File: src/rtl/dmem_arbiter_if.sv
// Bundle of both requester ports and the data-memory side of the arbiter.
// The arbiter uses the slave view and requesters the master view; the memory
// model uses the memory view.
interface dmem_arbiter_if;
   logic        req0_valid;
   logic        req0_ready;
   logic        req0_we;
   logic [31:0] req0_addr;
   logic [31:0] req0_wdata;
   logic        rsp0_valid;
   logic [31:0] rsp0_rdata;
   logic        rsp0_err;

   logic        req1_valid;
   logic        req1_ready;
   logic        req1_we;
   logic [31:0] req1_addr;
   logic [31:0] req1_wdata;
   logic        rsp1_valid;
   logic [31:0] rsp1_rdata;
   logic        rsp1_err;

   logic        mem_we;
   logic [31:0] mem_addr;
   logic [31:0] mem_wdata;
   logic [31:0] mem_rdata;

   modport slave (
      input  req0_valid, req0_we, req0_addr, req0_wdata,
      input  req1_valid, req1_we, req1_addr, req1_wdata,
      output req0_ready, rsp0_valid, rsp0_rdata, rsp0_err,
      output req1_ready, rsp1_valid, rsp1_rdata, rsp1_err,
      output mem_we, mem_addr, mem_wdata,
      input  mem_rdata
   );

   modport master (
      output req0_valid, req0_we, req0_addr, req0_wdata,
      output req1_valid, req1_we, req1_addr, req1_wdata,
      input  req0_ready, rsp0_valid, rsp0_rdata, rsp0_err,
      input  req1_ready, rsp1_valid, rsp1_rdata, rsp1_err
   );

   modport memory (
      input  mem_we, mem_addr, mem_wdata,
      output mem_rdata
   );
endinterface

File: src/rtl/dmem_arbiter.sv
// Two-port round-robin arbiter with burst allowance in front of a single-port
// data memory; checks alignment/range and returns a registered response.
module dmem_arbiter #(
   parameter int DEPTH = 64,
   parameter int BURST = 2
) (
   input  logic          clk,
   input  logic          reset,
   dmem_arbiter_if.slave bus
);
   localparam logic [31:0] DEPTH_W = 32'(DEPTH);
   localparam logic [4:0]  BURST_W = 5'(BURST);

   logic [1:0]  valid;
   logic [1:0]  we;
   logic [1:0]  err;
   logic [1:0]  grant;
   logic [31:0] addr  [2];
   logic [31:0] wdata [2];
   logic        sel;
   logic        prio_reg;
   logic [3:0]  burst_cnt_reg;

   assign valid    = {bus.req1_valid, bus.req0_valid};
   assign we       = {bus.req1_we, bus.req0_we};
   assign addr[0]  = bus.req0_addr;
   assign addr[1]  = bus.req1_addr;
   assign wdata[0] = bus.req0_wdata;
   assign wdata[1] = bus.req1_wdata;

   generate
      for (genvar gi = 0; gi < 2; gi++) begin : g_check
         assign err[gi] = (addr[gi][1:0] != 2'b00) ||
                          ({2'b00, addr[gi][31:2]} >= DEPTH_W);
      end
   endgenerate

   // Grant is suppressed while reset is high so no access leaks out.
   always_comb begin
      grant = 2'b00;
      if (!reset) begin
         if (&valid)
            grant = prio_reg ? 2'b10 : 2'b01;
         else
            grant = valid;
      end
   end

   assign sel            = grant[1];
   assign bus.req0_ready = grant[0];
   assign bus.req1_ready = grant[1];
   assign bus.mem_addr   = (|grant) ? addr[sel]  : 32'd0;
   assign bus.mem_wdata  = (|grant) ? wdata[sel] : 32'd0;
   assign bus.mem_we     = (|grant) && we[sel] && !err[sel];

   // Contested cycles consume burst allowance; uncontested grants hand
   // priority to the other port so it wins the next contest.
   always_ff @(posedge clk or posedge reset) begin
      if (reset) begin
         prio_reg      <= 1'b0;
         burst_cnt_reg <= 4'd0;
      end else if (&valid) begin
         if (sel == prio_reg && ({1'b0, burst_cnt_reg} + 5'd1) < BURST_W) begin
            burst_cnt_reg <= burst_cnt_reg + 4'd1;
         end else begin
            prio_reg      <= ~prio_reg;
            burst_cnt_reg <= 4'd0;
         end
      end else if (|grant) begin
         prio_reg      <= ~sel;
         burst_cnt_reg <= 4'd0;
      end
   end

   generate
      for (genvar gi = 0; gi < 2; gi++) begin : g_rsp
         logic        rsp_valid_reg;
         logic        rsp_err_reg;
         logic [31:0] rsp_rdata_reg;

         always_ff @(posedge clk or posedge reset) begin
            if (reset) begin
               rsp_valid_reg <= 1'b0;
               rsp_err_reg   <= 1'b0;
               rsp_rdata_reg <= 32'd0;
            end else begin
               rsp_valid_reg <= grant[gi];
               rsp_err_reg   <= grant[gi] && err[gi];
               rsp_rdata_reg <= (grant[gi] && !we[gi] && !err[gi]) ? bus.mem_rdata : 32'd0;
            end
         end
      end
   endgenerate

   assign bus.rsp0_valid = g_rsp[0].rsp_valid_reg;
   assign bus.rsp0_err   = g_rsp[0].rsp_err_reg;
   assign bus.rsp0_rdata = g_rsp[0].rsp_rdata_reg;
   assign bus.rsp1_valid = g_rsp[1].rsp_valid_reg;
   assign bus.rsp1_err   = g_rsp[1].rsp_err_reg;
   assign bus.rsp1_rdata = g_rsp[1].rsp_rdata_reg;
endmodule

File: src/flat_wrapper.sv
// flat-port wrapper written by rule: the top's interface ports become plain ports
module dmem_arbiter_flat 
#(
   parameter int DEPTH = 64,
   parameter int BURST = 2
)
  (clk, reset, bus_req0_valid, bus_req0_we, bus_req0_addr, bus_req0_wdata, bus_req1_valid, bus_req1_we, bus_req1_addr, bus_req1_wdata, bus_req0_ready, bus_rsp0_valid, bus_rsp0_rdata, bus_rsp0_err, bus_req1_ready, bus_rsp1_valid, bus_rsp1_rdata, bus_rsp1_err, bus_mem_we, bus_mem_addr, bus_mem_wdata, bus_mem_rdata);
  dmem_arbiter_if bus_i ();
  input  logic clk;
  input  logic reset;
  input wire logic [$bits(bus_i.req0_valid)-1:0] bus_req0_valid;
  input wire logic [$bits(bus_i.req0_we)-1:0] bus_req0_we;
  input wire logic [$bits(bus_i.req0_addr)-1:0] bus_req0_addr;
  input wire logic [$bits(bus_i.req0_wdata)-1:0] bus_req0_wdata;
  input wire logic [$bits(bus_i.req1_valid)-1:0] bus_req1_valid;
  input wire logic [$bits(bus_i.req1_we)-1:0] bus_req1_we;
  input wire logic [$bits(bus_i.req1_addr)-1:0] bus_req1_addr;
  input wire logic [$bits(bus_i.req1_wdata)-1:0] bus_req1_wdata;
  output wire logic [$bits(bus_i.req0_ready)-1:0] bus_req0_ready;
  output wire logic [$bits(bus_i.rsp0_valid)-1:0] bus_rsp0_valid;
  output wire logic [$bits(bus_i.rsp0_rdata)-1:0] bus_rsp0_rdata;
  output wire logic [$bits(bus_i.rsp0_err)-1:0] bus_rsp0_err;
  output wire logic [$bits(bus_i.req1_ready)-1:0] bus_req1_ready;
  output wire logic [$bits(bus_i.rsp1_valid)-1:0] bus_rsp1_valid;
  output wire logic [$bits(bus_i.rsp1_rdata)-1:0] bus_rsp1_rdata;
  output wire logic [$bits(bus_i.rsp1_err)-1:0] bus_rsp1_err;
  output wire logic [$bits(bus_i.mem_we)-1:0] bus_mem_we;
  output wire logic [$bits(bus_i.mem_addr)-1:0] bus_mem_addr;
  output wire logic [$bits(bus_i.mem_wdata)-1:0] bus_mem_wdata;
  input wire logic [$bits(bus_i.mem_rdata)-1:0] bus_mem_rdata;
  assign bus_i.req0_valid = bus_req0_valid;
  assign bus_i.req0_we = bus_req0_we;
  assign bus_i.req0_addr = bus_req0_addr;
  assign bus_i.req0_wdata = bus_req0_wdata;
  assign bus_i.req1_valid = bus_req1_valid;
  assign bus_i.req1_we = bus_req1_we;
  assign bus_i.req1_addr = bus_req1_addr;
  assign bus_i.req1_wdata = bus_req1_wdata;
  assign bus_req0_ready = bus_i.req0_ready;
  assign bus_rsp0_valid = bus_i.rsp0_valid;
  assign bus_rsp0_rdata = bus_i.rsp0_rdata;
  assign bus_rsp0_err = bus_i.rsp0_err;
  assign bus_req1_ready = bus_i.req1_ready;
  assign bus_rsp1_valid = bus_i.rsp1_valid;
  assign bus_rsp1_rdata = bus_i.rsp1_rdata;
  assign bus_rsp1_err = bus_i.rsp1_err;
  assign bus_mem_we = bus_i.mem_we;
  assign bus_mem_addr = bus_i.mem_addr;
  assign bus_mem_wdata = bus_i.mem_wdata;
  assign bus_i.mem_rdata = bus_mem_rdata;
  dmem_arbiter #(.DEPTH(DEPTH), .BURST(BURST)) u_core (.clk(clk), .reset(reset), .bus(bus_i));
endmodule
File: config.mk
export PLATFORM = sky130hd
export DESIGN_NAME = dmem_arbiter_flat
export DESIGN_NICKNAME = d
export VERILOG_FILES = /design/src/rtl/dmem_arbiter_if.sv /design/src/rtl/dmem_arbiter.sv /design/src/flat_wrapper.sv
export SDC_FILE = /design/constraint.sdc
export NUM_CORES = 1
export LEC_CHECK = 0
export ABC_CLOCK_PERIOD_IN_PS = 13600
export CAP_MARGIN = 20
export CELL_PAD_IN_SITES_DETAIL_PLACEMENT = 1
export CELL_PAD_IN_SITES_GLOBAL_PLACEMENT = 1
export CORE_MARGIN = 5
export CORE_UTILIZATION = 24
export CTS_BUF_LIST = sky130_fd_sc_hd__clkbuf_8 sky130_fd_sc_hd__clkbuf_16
export DETAILED_ROUTE_END_ITERATION = 12
export PLACE_DENSITY = 0.95
export SYNTH_ARGS = -nofsm -noshare
export SYNTH_HDL_FRONTEND = slang
export SYNTH_SLANG_ARGS = --single-unit
export TNS_END_PERCENT = 50
File: constraint.sdc
create_clock -name clk -period 13.6 [get_ports clk]
set_input_delay 2.72 -clock clk [delete_from_list [all_inputs] [get_ports clk]]
set_output_delay 2.72 -clock clk [all_outputs]
set_load 0.01 [all_outputs]
# Word level (Yosys, flattened, before mapping)

Cells that the tools add are included.

Output and inout bits: 135
Logic and storage cells: 65
Input port bits: 166
Flip-flop bits (word level): 73

Bitwise gates (word level): 3
Mux-type cells: 23
Reduce and logical (&&, ||, !) cells: 22
Add/sub/neg operators: 2
Magnitude comparators: 5
Eq/ne operators: 2

Operators by type and width:

| kind                                                                                  | count |
|---|---|
| 32-bit 2-to-1 mux                                                                     | 10 |
| 30-bit by 7-bit greater-or-equal comparator with 1-bit output (second input constant) | 2 |
| 4-bit 2-to-1 mux                                                                      | 3 |
| 1-bit logical AND                                                                     | 9 |
| 1-bit 2-to-1 mux                                                                      | 7 |
| 2-bit 2-to-1 mux                                                                      | 3 |
| 2-bit nonzero test                                                                    | 3 |
| 4-bit by 1-bit adder with 5-bit output (second input constant)                        | 1 |
| 1-bit zero test                                                                       | 5 |
| 5-bit by 2-bit less-than comparator with 1-bit output (second input constant)         | 1 |
| 4-bit by 1-bit adder with 4-bit output (second input constant)                        | 1 |
| 2-bit AND reduction                                                                   | 2 |
| 2-bit greater-or-equal comparator (second input constant)                             | 1 |
| 1-bit logical OR                                                                      | 2 |
| 1-bit by 2-bit less-than comparator with 1-bit output (second input constant)         | 1 |
| 2-bit != test (second input constant)                                                 | 1 |
| 1-bit NOT                                                                             | 2 |
| 1-bit NOT with 2-bit output                                                           | 1 |
| 2-bit OR reduction                                                                    | 1 |
| 1-bit == test                                                                         | 1 |

# Logic depth before layout (Yosys ltp)

Gate-level depths: netlist of the first run.

Word-level depth: 8
Depth in mapped cells: 7
Mapped depth without buffers: 5

# Worst setup path before layout of the first run

No wires, ideal clock.

Path kind: input to output
From: input port reset
To: output port bus_mem_addr[22]
Slack: 5451 ps
Data arrival time: 5429 ps
Path buffers: 1
Cell stages on the path: 6
Data required time: 10880 ps
Path through: inv_1 nand3_1 inv_1 clkbuf_1 nand2_1 a21oi_1

Word-level cells in the longest chain between the ends: 6
Elaborated cells on any way between the ends: 7
Classes of those cells: 5 x mux; 1 x bitwise; 1 x reduce/logical

RTL lines:

| what                                                 | RTL line           | RTL |
|---|---|---|
| start: declaration                                   | flat_wrapper.sv:10 | `input logic reset;` |
| 2-bit 2-to-1 mux (*)                                 | dmem_arbiter.sv:41 | `if (!reset) begin` |
| via bus_req1_ready                                   | flat_wrapper.sv:23 | `output wire logic [$bits(bus_i.req1_ready)-1:0] bus_req1_ready;` |
| 1-bit NOT with 2-bit output (not written as such)    | dmem_arbiter.sv:52 | `assign bus.mem_addr = (\|grant) ? addr[sel] : 32'd0;` |
| 32-bit 2-to-1 mux (not written as such) (3 in a row) | dmem_arbiter.sv:52 |  |
| 32-bit 2-to-1 mux (*)                                | dmem_arbiter.sv:52 |  |
| end: declaration                                     | flat_wrapper.sv:28 | `output wire logic [$bits(bus_i.mem_addr)-1:0] bus_mem_addr;` |

The timed path passes the listed nets; every way through them passes the cells marked *. The select of a mux whose other input is x is not followed.

# Worst setup path after layout of the first run

From: input port bus_req0_valid
To: output port bus_mem_addr[2]

Word-level cells in the longest chain between the ends: 8
Elaborated cells on any way between the ends: 9
Classes of those cells: 6 x mux; 1 x bitwise; 2 x reduce/logical

RTL lines:

| what                                                 | RTL line           | RTL |
|---|---|---|
| start: declaration                                   | flat_wrapper.sv:11 | `input wire logic [$bits(bus_i.req0_valid)-1:0] bus_req0_valid;` |
| 2-bit AND reduction                                  | dmem_arbiter.sv:42 | `if (&valid)` |
| 2-bit 2-to-1 mux (*)                                 | dmem_arbiter.sv:42 |  |
| 2-bit 2-to-1 mux (*)                                 | dmem_arbiter.sv:41 |  |
| 1-bit NOT with 2-bit output (not written as such)    | dmem_arbiter.sv:52 |  |
| 32-bit 2-to-1 mux (not written as such) (3 in a row) | dmem_arbiter.sv:52 |  |
| 32-bit 2-to-1 mux (*)                                | dmem_arbiter.sv:52 |  |

Mark *: on every way between the ends. The rest lies on a longest branch, timed or not. The select of a mux whose other input is x is not followed.

==> metrics.txt, run 1 <==
combinational share of power between 20 and 25%; Final ANT Viol Nets 0; xor and xnor area share after synthesis 0%; CP startpoint kind input port; Reg area approximately 1800 um^2; Final setup violation count 0; Detailed Route Iter0 Violations just under 100; worst setup path class in2out; CTS tree yes; utilization after layout a little under half; Post-synth EDFFs 0; crit-path max FO 66; worst-case reg-to-reg path depth 5; CP arrival about 5.6 ns; first-pass GRT wire length between 20,000 and 30,000 um; Clk Latency, worst-skew pair 0.32 ns; Die W 133 um; Vias 4,191; placer's final routability congestion estimate between 0.8 and 0.9; Gates resized, CTS repair 0; clock share of power between 40% and 50%; hpwl dp between 10,000 and 15,000 um; Post-Synth Simple-Gate Area 34.2%; main combinational cell family by area after synthesis simple AND/OR/NAND/NOR gates; syn nets approximately 590; # IOs ~300; # Max-Cap Violations 0; ys async rst share 100%; fmax between 0.1 and 0.15 GHz; CORE AREA roughly 15,000 um^2; Synth Register Bits 73; post-synthesis adder-cell area fraction 0.342%; r2r setup slk 11.46 ns; reg-to-reg startpoint u_core.prio_reg; Post-layout nets just under 900; Hold EP u_core.burst_cnt_reg[3]; Crit. End Element output port; leading area contributor after synthesis dfrtp_1; synth top area cells dfrtp_1 50%, nand2_1 13%, and2_1 10%; Rel. slew slack 35.8%; Wirelength per Cell between 15 and 20 um; Compound-Gate Fraction of Synth Area approximately 11%; RSZ-0062 raised after global routing false; multiplexer area fraction after synthesis 0%; Post-CTS Setup Inserts 0; initial antenna violation count 0; Syn. warnings 0; period utilization about three fifths; top_reg_cell synth dfrtp_1; Req. time, crit path between 10 and 15 ns; switch share 24.5%; Tmin final around 8.3 ns; Worst Skew approximately 0.007 ns; net switching power around 0.15 mW; Pre-antenna DRT Iters 6; Yosys top cell area share between 40% and 50%; Pwr Density approximately 86 nW/um^2; leak pwr ~3.0 nW; # DRC 0; Slew Limit Fails 0; hold depth 1; post-synthesis sequential area ratio approximately 50%; hold_ws approximately 0.52 ns; register share of total power between 30 and 40%; CTS root buf clkbuf_16; Final Hold Violating Endpoints 0; TNS Setup 0 ns; # diodes 0; Synth cell types 35; Post-Syn Instances between 400 and 500; HP Class reg2reg; Starting Density 24.3%; Congestion Overflow GR 0; Row Count 45; Num CTS Buffers 9; Die Ht about 130 um; Longest Clk Path Bufs 2; largest net degree at the start of global routing 80; vias per cell about 4.7; full die area roughly 18,000 um^2; Multi-input gate area 1680 um^2; GRT Total Usage 18.2%; reg2reg end u_core.bus.rsp0_err; Post-Syn Area approximately 3700 um^2; status completed; fillers roughly 1,700; vias in the first global route between 4,000 and 5,000; clock sinks 73; internal power roughly 0.47 mW; area grow syn2layout 95.2%; hold_buf cts 0; Max VDD drop approximately 0.056 mV; synthesized area per cell ~9 um^2; PortBufs 300; HP Start u_core.burst_cnt_reg[3]; Clock Pin Slew Worst Setup and Hold Paths roughly 0.060 ns; drt total wl ~17,000 um; share of cells above drive strength 1 approximately 5.6%; H-tree depth 3; Worst-Margin Slew between 0.9 and 1 ns
## synthesized netlist by cell type, drive strengths merged (4+ instances only)
cell    count
nand2     129
dfrtp      73
a21oi      65
and2       64
buf        18
nor4       15
clkbuf     10
nor2        6
inv         4
o21ai       4
## area by class of cell
class                   instances  area share (%)
flip-flops and latches         73            25.6
inverters                       4           0.228
clock inverters                 6            1.26
multi-input cells             313            23.5
repair buffers                306            42.8
clock buffers                  10            3.35
well taps                     188            3.29
## layer usage
metal  global-route usage, %  vias up  routed length, um
met2                    34.3      219               8580
met1                    18.8     1992               6180
met5                       0        -                  0
li1                        -     1957                  -
met4                    5.03        0                323
met3                    6.91       23               1580
## how the worst max path moves through the flow
| stage | from | slack (ns) | end | cells after the start |
|---|---|---|---|---|
| 2_1_floorplan | reset | 5.45 | bus_mem_addr[22] | 6 |
| 3_3_place_gp | bus_req0_valid | 4.97 | bus_mem_addr[1] | 8 |
| 3_5_place_dp | bus_req0_valid | 5.13 | bus_mem_wdata[0] | 9 |
| 4_1_cts | bus_req0_valid | 5.13 | bus_mem_wdata[0] | 9 |
| 5_1_grt | bus_req0_valid | 4.97 | bus_mem_wdata[24] | 9 |
| 6_report | bus_req0_valid | 5.25 | bus_mem_addr[2] | 9 |
## critical path, cell delays in order
cell             delay (ns)
clkdlybuf4s50_1        0.61
nand2b_1               0.18
nand3_2                0.10
buf_4                  0.55
inv_2                  0.44
buf_12                 0.29
nand2_1                0.08
a21oi_1                0.08
clkdlybuf4s50_1        0.53
## placed cells by master, fill, tap and decap left out, types with 5 or more instances in the layout
cell type        count
clkdlybuf4s50_1    300
nand2_1            129
dfrtp_1             73
a21oi_1             65
and2_1              61
clkbuf_16            9
nor4_1               8
nor2_1               6
nor4_2               5
buf_4                5
## stage by stage
step	setup slack, ns	total power [mW]	area, um^2	cells
CTS	5.13	0.625	7140	900
detailed placement	5.13	0.367	6820	884
finish	5.25	0.616	7140	900
global placement	4.97	0.364	6800	883
floorplan	5.45	0.272	3660	418
global route	4.97	0.645	7140	900
## cells by family after synthesis
| group | Yosys count |
|---|---|
| adder cells (fa/ha/maj) | 1 |
| AO/OA/AOI/OAI | 75 |
| flip-flops | 73 |
| buffers and inverters | 32 |
| AND/OR/NAND/NOR | 237 |
## power by group through the flow
stage	Sequential, mW	Combinational, mW	Clock, mW
final	0.222	0.140	0.254
after global routing	0.222	0.152	0.271
after detailed placement	0.226	0.142	0
after global placement	0.226	0.138	0
after CTS	0.222	0.143	0.261
after floorplan	0.226	0.0464	0
Power figures use the tool's default switching activity.
==> run 2: changes to the inputs <==
--- a/config.mk
+++ b/config.mk
@@ -5,15 +5,15 @@
 export SDC_FILE = /design/constraint.sdc
 export NUM_CORES = 1
 export LEC_CHECK = 0
-export ABC_CLOCK_PERIOD_IN_PS = 13600
+export ABC_CLOCK_PERIOD_IN_PS = 8470
 export CAP_MARGIN = 20
 export CELL_PAD_IN_SITES_DETAIL_PLACEMENT = 1
 export CELL_PAD_IN_SITES_GLOBAL_PLACEMENT = 1
 export CORE_MARGIN = 5
-export CORE_UTILIZATION = 24
+export CORE_UTILIZATION = 22
 export CTS_BUF_LIST = sky130_fd_sc_hd__clkbuf_8 sky130_fd_sc_hd__clkbuf_16
 export DETAILED_ROUTE_END_ITERATION = 12
-export PLACE_DENSITY = 0.95
+export PLACE_DENSITY = 0.9
 export SYNTH_ARGS = -nofsm -noshare
 export SYNTH_HDL_FRONTEND = slang
 export SYNTH_SLANG_ARGS = --single-unit
==> constraint.sdc (replaced) <==
create_clock -name clk -period 8.47 [get_ports clk]
set_input_delay 1.694 -clock clk [delete_from_list [all_inputs] [get_ports clk]]
set_output_delay 1.694 -clock clk [all_outputs]
set_load 0.01 [all_outputs]
==> run 2 against run 1 <==
Effect of this change: critical path depth shrank 2; utilization shrank 3.4 points; clock skew shrank 0.0034 ns; die area grew 8.4%; first-iteration DRC count grew 28%; cell area grew 1.2%; worst setup slack lost 3.1 ns; sequential power grew 60%; worst hold slack gained 0.034 ns; critical endpoint is now bus_mem_addr[31]; power grew 70%; via count shrank 0.43%; register-to-register slack lost 4.7 ns.
==> metrics.txt, run 2 (synthesized netlist as in run 1, its figures left out) <==
CTS root buf clkbuf_16; # Max-Cap Violations 0 (unchanged); Post-layout nets 874 (unchanged); CP top delay family buffers and inverters; Rel. slew slack 48.0% (+12 points); Worst Skew 0.00356 ns (-0.00339 ns); crit-path max FO 67 (+1.5%); GRT Total Usage 17.1% (-1.1 points); area grow syn2layout 97.6%; Clk Latency, worst-skew pair 0.32 ns (about the same); hold_buf cts 0 (unchanged); fmax ~0.16 GHz; PortBufs 300 (unchanged); # DRC 0 (unchanged); Row Count 47 (+4.4%); most common cell after layout, fill and taps aside clkdlybuf4s50_1; first-pass GRT wire length 26,300 um (+2.6%); Placed Cells 916 (+3.6%); Worst-Margin Slew 0.780 ns (-0.184 ns); Die W 139 um (+4.1%); Gates resized, CTS repair 0 (unchanged); Post-CTS Setup Inserts 0 (unchanged); Longest Clk Path Bufs 2 (unchanged); H-tree depth 3 (unchanged); worst setup path class in2out; utilization after layout 43.9% (-3.4 points); Req. time, crit path 6.78 ns (-4.10 ns); Pwr Density 145 nW/um^2 (+68%); drt total wl 17,200 um (+3.1%); Worst path slowest cell buf_4; global route hottest layer met2; Final ANT Viol Nets 0 (unchanged); hpwl dp 13,600 um (+4.8%); Num CTS Buffers 9 (unchanged); HP Class reg2reg; Starting Density 22.2% (-2.0 points); full die area 19,300 um^2 (+8.4%); CORE AREA 16,500 um^2 (+9.1%); met1 capacity usage during global routing 17.1% (-1.7 points); Tot Pwr 1.05 mW (+70%); Slew Limit Fails 0 (unchanged); Final Hold Violating Endpoints 0 (unchanged); Vias 4,173 (-0.43%); crit-path max cell delay 0.68 ns (+0.07 ns); Wirelength per Cell 18.4 um (-0.40%); CTS tree yes; Non-Filler Instances 932 (+3.6%); period utilization roughly three quarters; vias per cell 4.48 (-3.8%); Max VDD drop 0.0895 mV (+59%); most used cells in the layout excluding fill and tap cells 300 x clkdlybuf4s50_1, 129 x nand2_1, 73 x dfrtp_1; placer's final routability congestion estimate 0.820 (-5.2%); share of cells above drive strength 1 5.62% (unchanged); leak pwr 3.07 nW (+0.80%); Clock Pin Slew Worst Setup and Hold Paths 0.05 ns (about the same); largest net degree at the start of global routing 68 (-15%); Die Ht 139 um (+4.1%); Final setup violation count 0 (unchanged); initial antenna violation count 0 (unchanged); worst path cell trace clkdlybuf4s50_1, clkinv_2, buf_4, o21ai_4, buf_4, a21oi_1, clkdlybuf4s50_1; TNS Setup 0 ns (unchanged); status completed; GRT met2 Usage 32.6% (-1.7 points); Detailed Route Iter0 Violations 125 (+28%); # diodes 0 (unchanged); clock sinks 73 (unchanged); Tmin final 6.27 ns; Crit. End Element output port; CP arrival 4.58 ns (-1.05 ns); vias in the first global route 4,785 (+2.6%); Congestion Overflow GR 0 (unchanged); Pre-antenna DRT Iters 4 (-2); met3 GRT Util 5.83% (-1.1 points); RSZ-0062 raised after global routing false; CP startpoint kind input port; # IOs 301 (unchanged); WP buf/inv 5 (unchanged)
[run 2: changes by cell type in the layout (fill, tap and decap cells not counted)]
cell,delta
bufinv_16,+2
clkinv_2,-1
clkinvlp_4,-1
[run 2: final cells by class]
type                       instances  area [um^2]
timing repair buffer             306         3060
multi-input combinational        313         1680
fill                            1890         9230
inverter                           4         16.3
clock inverter                     6          138
clock buffer                      10          239
sequential                        73         1830
tap                              220          275
[run 2: layer usage]
metal  vias to the layer above  part of all wire [%]  routed length [um]
met5                         -                     0                   0
met4                         0                   3.0                 517
met3                        28                   8.5                1460
met2                       213                    53                9050
met1                      1973                    36                6170
li1                       1959                     -                   -
[run 2: worst paths after layout]
path	depth (start not counted)	from	to	slack (ns)
worst min-delay path	1	u_core.burst_cnt_reg[3]	u_core.burst_cnt_reg[3]	0.55
worst max-delay path	7	reset	bus_mem_addr[31]	2.20
max in group asynchronous	3	reset	u_core.bus.rsp1_rdata[18]	5.71
min in group asynchronous	2	reset	u_core.bus.rsp1_rdata[30]	1.71
worst max register to register	5	u_core.prio_reg	u_core.bus.rsp1_rdata[13]	6.78
worst min register to register	1	u_core.burst_cnt_reg[3]	u_core.burst_cnt_reg[3]	0.55
[run 2: metrics by stage]
| step | hold WS (ns) | area, um^2 | setup WS [ns] |
|---|---|---|---|
| floorplan | 0.478 | 3660 | 2.37 |
| global placement | 0.495 | 6840 | 2.14 |
| detailed placement | 0.538 | 6860 | 2.12 |
| CTS | 0.555 | 7230 | 2.10 |
| global route | 0.570 | 7230 | 1.94 |
| finish | 0.549 | 7230 | 2.20 |
[run 2: where the power goes]
group	total [mW]	leakage [nW]	switching [mW]	internal (mW)
clock	0.470	0.183	0.143	0.327
sequential	0.356	1.01	0.00355	0.353
combinational	0.224	1.87	0.0967	0.128
total	1.05	3.07	0.243	0.807
[run 2: worst register-to-register path: stages (launching register included)]
cell	delay, ns
dfrtp_1	0.42
nand2b_1	0.24
and4b_1	0.23
nor4b_4	0.19
buf_4	0.32
and2_1	0.22
